File: src/rtl/ascon_phase_ctrl.sv
// Ascon AEAD phase sequencer: steps through init, AD, domain separation, PT/CT,
// finalization and tag, launching the shared permutation core and issuing state strobes.
module ascon_phase_ctrl #(
    parameter int unsigned k = 128,
    parameter int unsigned r = 128,
    parameter int unsigned a = 12,
    parameter int unsigned b = 6,
    parameter int unsigned l = 80,
    parameter int unsigned y = 80
) (
    input  logic       clk,
    input  logic       rst,
    input  logic       encryption_startxSI,
    input  logic       decryption_startxSI,
    input  logic       perm_readyxSI,
    output logic       perm_startxSO,
    output logic [3:0] perm_roundsxSO,
    output logic       load_statexSO,
    output logic       key_xorxSO,
    output logic       ad_absorbxSO,
    output logic       domsepxSO,
    output logic       pt_absorbxSO,
    output logic       fin_keyxSO,
    output logic       tag_capturexSO,
    output logic [7:0] blk_idxxSO,
    output logic       decxSO,
    output logic       busyxSO,
    output logic       encryption_readyxSO,
    output logic       decryption_readyxSO
);

    localparam int unsigned NAD = (l == 0) ? 0 : l / r + 1;
    localparam int unsigned NPT = y / r + 1;
    localparam bit          HAS_AD  = (NAD != 0);
    localparam logic [7:0]  AD_LAST = HAS_AD ? 8'(NAD - 1) : 8'd0;
    localparam logic [7:0]  PT_LAST = 8'(NPT - 1);
    localparam logic [3:0]  ROUNDS_A = 4'(a);
    localparam logic [3:0]  ROUNDS_B = 4'(b);

    if (k == 0 || r == 0 || a == 0 || a > 15 || b == 0 || b > 15) begin : g_param_check
        $error("ascon_phase_ctrl: invalid parameter set");
    end

    typedef enum logic [3:0] {
        S_IDLE,
        S_LOAD,
        S_INIT_PERM,
        S_INIT_KEY,
        S_AD_ABS,
        S_AD_PERM,
        S_DOMSEP,
        S_PT_ABS,
        S_PT_PERM,
        S_FIN_KEY,
        S_FIN_PERM,
        S_TAG,
        S_DONE
    } state_t;

    state_t     r_state;
    state_t     w_state_nxt;
    logic [7:0] w_blk_nxt;
    logic       w_dec_nxt;
    logic       w_perm_done;
    logic       w_nxt_is_perm;
    logic [3:0] w_rounds_nxt;

    // The start pulse is high exactly in the first cycle of a wait state, so a
    // ready coinciding with it is masked out.
    assign w_perm_done = perm_readyxSI & ~perm_startxSO;

    always_comb begin
        w_state_nxt = r_state;
        w_blk_nxt   = blk_idxxSO;
        w_dec_nxt   = decxSO;
        case (r_state)
            S_IDLE: begin
                if (encryption_startxSI || decryption_startxSI) begin
                    w_state_nxt = S_LOAD;
                    w_dec_nxt   = ~encryption_startxSI;
                    w_blk_nxt   = '0;
                end
            end
            S_LOAD:      w_state_nxt = S_INIT_PERM;
            S_INIT_PERM: if (w_perm_done) w_state_nxt = S_INIT_KEY;
            S_INIT_KEY:  w_state_nxt = HAS_AD ? S_AD_ABS : S_DOMSEP;
            S_AD_ABS:    w_state_nxt = S_AD_PERM;
            S_AD_PERM: begin
                if (w_perm_done) begin
                    if (blk_idxxSO < AD_LAST) begin
                        w_blk_nxt   = blk_idxxSO + 8'd1;
                        w_state_nxt = S_AD_ABS;
                    end else begin
                        w_blk_nxt   = '0;
                        w_state_nxt = S_DOMSEP;
                    end
                end
            end
            S_DOMSEP:    w_state_nxt = S_PT_ABS;
            S_PT_ABS:    w_state_nxt = (blk_idxxSO < PT_LAST) ? S_PT_PERM : S_FIN_KEY;
            S_PT_PERM: begin
                if (w_perm_done) begin
                    w_blk_nxt   = blk_idxxSO + 8'd1;
                    w_state_nxt = S_PT_ABS;
                end
            end
            S_FIN_KEY:   w_state_nxt = S_FIN_PERM;
            S_FIN_PERM:  if (w_perm_done) w_state_nxt = S_TAG;
            S_TAG:       w_state_nxt = S_DONE;
            S_DONE: begin
                w_state_nxt = S_IDLE;
                w_blk_nxt   = '0;
            end
            default:     w_state_nxt = S_IDLE;
        endcase
    end

    always_comb begin
        w_nxt_is_perm = 1'b0;
        w_rounds_nxt  = '0;
        case (w_state_nxt)
            S_INIT_PERM, S_FIN_PERM: begin
                w_nxt_is_perm = 1'b1;
                w_rounds_nxt  = ROUNDS_A;
            end
            S_AD_PERM, S_PT_PERM: begin
                w_nxt_is_perm = 1'b1;
                w_rounds_nxt  = ROUNDS_B;
            end
            default: begin
                w_nxt_is_perm = 1'b0;
                w_rounds_nxt  = '0;
            end
        endcase
    end

    // Outputs are decoded from the next state so each one is a flop aligned with its state.
    always_ff @(posedge clk) begin
        if (rst) begin
            r_state             <= S_IDLE;
            perm_startxSO       <= 1'b0;
            perm_roundsxSO      <= '0;
            load_statexSO       <= 1'b0;
            key_xorxSO          <= 1'b0;
            ad_absorbxSO        <= 1'b0;
            domsepxSO           <= 1'b0;
            pt_absorbxSO        <= 1'b0;
            fin_keyxSO          <= 1'b0;
            tag_capturexSO      <= 1'b0;
            blk_idxxSO          <= '0;
            decxSO              <= 1'b0;
            busyxSO             <= 1'b0;
            encryption_readyxSO <= 1'b0;
            decryption_readyxSO <= 1'b0;
        end else begin
            r_state             <= w_state_nxt;
            perm_startxSO       <= w_nxt_is_perm && (w_state_nxt != r_state);
            perm_roundsxSO      <= w_rounds_nxt;
            load_statexSO       <= (w_state_nxt == S_LOAD);
            key_xorxSO          <= (w_state_nxt == S_INIT_KEY);
            ad_absorbxSO        <= (w_state_nxt == S_AD_ABS);
            domsepxSO           <= (w_state_nxt == S_DOMSEP);
            pt_absorbxSO        <= (w_state_nxt == S_PT_ABS);
            fin_keyxSO          <= (w_state_nxt == S_FIN_KEY);
            tag_capturexSO      <= (w_state_nxt == S_TAG);
            blk_idxxSO          <= w_blk_nxt;
            decxSO              <= w_dec_nxt;
            busyxSO             <= (w_state_nxt != S_IDLE);
            encryption_readyxSO <= (w_state_nxt == S_DONE) && !w_dec_nxt;
            decryption_readyxSO <= (w_state_nxt == S_DONE) && w_dec_nxt;
        end
    end

endmodule
File: config.mk
export PLATFORM = sky130hd
export DESIGN_NAME = ascon_phase_ctrl
export DESIGN_NICKNAME = d
export VERILOG_FILES = /design/src/rtl/ascon_phase_ctrl.sv
export SDC_FILE = /design/constraint.sdc
export NUM_CORES = 1
export LEC_CHECK = 0
export CORE_AREA = 2 2 56 58
export CTS_CLUSTER_DIAMETER = 200
export DETAILED_ROUTE_END_ITERATION = 8
export DIE_AREA = 0 0 58 60
export GPL_ROUTABILITY_DRIVEN = 1
export PLACE_DENSITY_LB_ADDON = 0.12
export SYNTH_ARGS = -nofsm -noshare
export SYNTH_HDL_FRONTEND = slang
export SYNTH_SLANG_ARGS = --single-unit
File: constraint.sdc
create_clock -name clk -period 2.5 [get_ports clk]
set_input_delay 0.625 -clock clk [delete_from_list [all_inputs] [get_ports clk]]
set_output_delay 0.625 -clock clk [all_outputs]
set_load 0.005 [all_outputs]
==> metrics <==
status=completed; TritonCTS clock tree=yes; adder-cell area share of the yosys netlist=0.933%; largest family of logic cells by synthesized area=simple AND/OR/NAND/NOR gates; WHS=0.529 ns; Post-CTS Setup Bufs=0; routed wire length=slightly above 3000 um; Max transition margin=50.4%; first-pass GRT wire length=5090 um; Tmin final=~2.0 ns; Synth Area in XOR/XNOR=0%; GR Overflow Total=0; CP arrival=2.26 ns; dpl hpwl=2110 um; Async SR Flop Fraction=0%; core area=between 2000 and 3000 um2; Post-Syn Area per Cell=8.49 um2; Post-Place Cells=208; Max Slew Vio Count=0; DRT iter0 DRCs=between 50 and 60; vias in the first global route=1,127; flop2flop setup slack=about 0.54 ns; GR Util All Layers=between 10% and 20%; Setup crit start kind=primary input; # diodes=0; DRT Pass-1 Iters=4; Mapped Cells=158; Hold Crit Class=flop to flop; Simple-Gate Fraction of Synth Area=~28%; Worst Skew=0.00221 ns; # setup viols final=0; Core Rows=20; RSZ-0062 raised after global routing=no; Port-buffer cells=27; TritonCTS Sinks=27; count of cell types in the netlist=48; part of the cycle the worst path needs=79.6%; Synth Area in Compound Gates=22.6%; Worst Path Max Fanout=3; leak pwr=0.601 nW; worst slack, placed=0.151 ns; flops & latches, synth=27; initial antenna violation count=0; clock-pin slew on the worst setup and hold paths=0.15 ns; share of cells above drive strength 1=9.50%; instance area after placement=between 1500 and 2000 um2; clk buf depth=2; Fin. Hold Viols=0; worst skew pair latency=0.34 ns; mux contribution to synthesized area=0%; Synth-to-Final Area Change=23.0%; FILL cells=~260; H-tree Lvls=1; Final GP Congestion=0.888; nets=186; register area share after synthesis=40.3%; Max Cap Violations=0; largest net degree at the start of global routing=25; Residual DRC=0; number of flops mapped to enable cells by yosys=0; DIE HEIGHT=60 um; Root Buffer=clkbuf_4; post-layout util=56.9%; Via Count=1,279; most used flip-flop cell after synthesis=dfxtp_1; WL/cell=between 10 and 15 um; Tightest Pin Transition=0.734 ns; total CTS buffers=3; fmax=503 MHz; synth warn=0; Setup crit end kind=flop; Critical Path RT=2.77 ns; Layout Cells excl Fill=~210; pwr dens=694 nW/um2; total power=1.15 mW; syn_nets=roughly 160; cts repair resizes=0; TNS Setup=0 ns; full die area=3480 um2; cell area after layout=1650 um2; Ports=29; PnR worst setup slack=~0.51 ns; worst setup path class=primary input to flop; Routed Antenna Nets=0; Cell Area, Synth=approximately 1300 um2; hold-fix buffers at CTS=0; Die Width=58 um; starting density of the core=46.2%; Avg Vias per Cell=6.03; VDD IR max=about 0.00042 V
-- area by class of cell --
type,instances,area [um2],share of cell area (%)
inverters,4,15.0,0.910
well taps,33,41.3,2.50
repair buffers,34,323,19.6
clock buffers,3,22.5,1.36
flip-flops and latches,27,541,32.8
clock inverters,1,7.51,0.455
multi-input cells,110,701,42.5
-- state kept, by name, summed over array words and instances (netlist names) --
register	count
ad_absorbxSO	1
blk_idxxSO	8
busyxSO	1
decryption_readyxSO	1
decxSO	1
domsepxSO	1
encryption_readyxSO	1
fin_keyxSO	1
key_xorxSO	1
load_statexSO	1
perm_roundsxSO	3
perm_startxSO	1
pt_absorbxSO	1
r_state	4
tag_capturexSO	1
-- power by group --
group | switching (mW) | internal, mW | total, mW
clock network | 0.142 | 0.0616 | 0.203
registers | 0.0514 | 0.479 | 0.530
logic | 0.224 | 0.188 | 0.412
total | 0.417 | 0.728 | 1.15
-- critical path, cell delays in order --
cell	delay [ns]
clkdlybuf4s50_1	0.42
or2_2	0.28
a2111oi_0	0.44
o32ai_1	0.24
a211oi_1	0.26
-- cells in the mapped netlist (all sizes together), types with 2 or more instances --
cell	instances	area [um2]
dfxtp	27	541
a21oi	17	85.1
clkbuf	11	41.3
nor2	10	53.8
nand2	9	33.8
nor4	9	56.3
buf	6	43.8
nor3	5	25.0
a211oi	4	30.0
inv	4	15.0
nor2b	4	25.0
a31oi	3	18.8
a41oi	3	26.3
nand2b	3	18.8
nand3	3	15.0
o21a	3	22.5
a311oi	2	17.5
and3	2	12.5
nand3b	2	15.0
nand4	2	12.5
nor4b	2	17.5
o21ai	2	10.0
or2	2	12.5
or3	2	12.5
or4	2	15.0
or4b	2	23.8
-- cells by family after synthesis --
family                     Yosys count
DFF                                 27
other                                1
and+or+nand+nor                     63
AOI/OAI and AO/OA                   45
buffers and inverters               21
adders and majority gates            1
-- routing by layer --
layer | vias up | global-route usage (%) | part of all wire [%]
met5 | - | 0 | 0
met3 | 7 | 3.25 | 5.7
met1 | 590 | 25.8 | 45
li1 | 634 | - | -
met2 | 48 | 28.1 | 47
met4 | 0 | 9.63 | 2.2
-- cell usage in the layout (no fill, tap or decap), types with 2 or more instances in the layout --
cell type	count
dfxtp_1	27
clkdlybuf4s50_1	27
a21oi_1	17
nor2_1	9
nand2_1	9
nor4_1	9
buf_4	7
nor3_1	5
nor2b_1	4
a211oi_1	4
inv_1	4
nand2b_1	3
a31oi_1	3
nand3_1	3
o21a_1	3
a41oi_1	3
clkbuf_4	3
or3_1	2
nand3b_1	2
or2_2	2
o21ai_0	2
or4_1	2
nand4_1	2
and3_1	2
nor4b_1	2
a311oi_1	2
-- final timing paths --
path | depth (start not counted) | start | end
max | 5 | rst | perm_startxSO
min reg2reg | 1 | blk_idxxSO[6] | blk_idxxSO[6]
max reg2reg | 4 | r_state[1] | blk_idxxSO[7]
min | 1 | blk_idxxSO[6] | blk_idxxSO[6]
No activity file was read; power rests on OpenSTA's default activity.
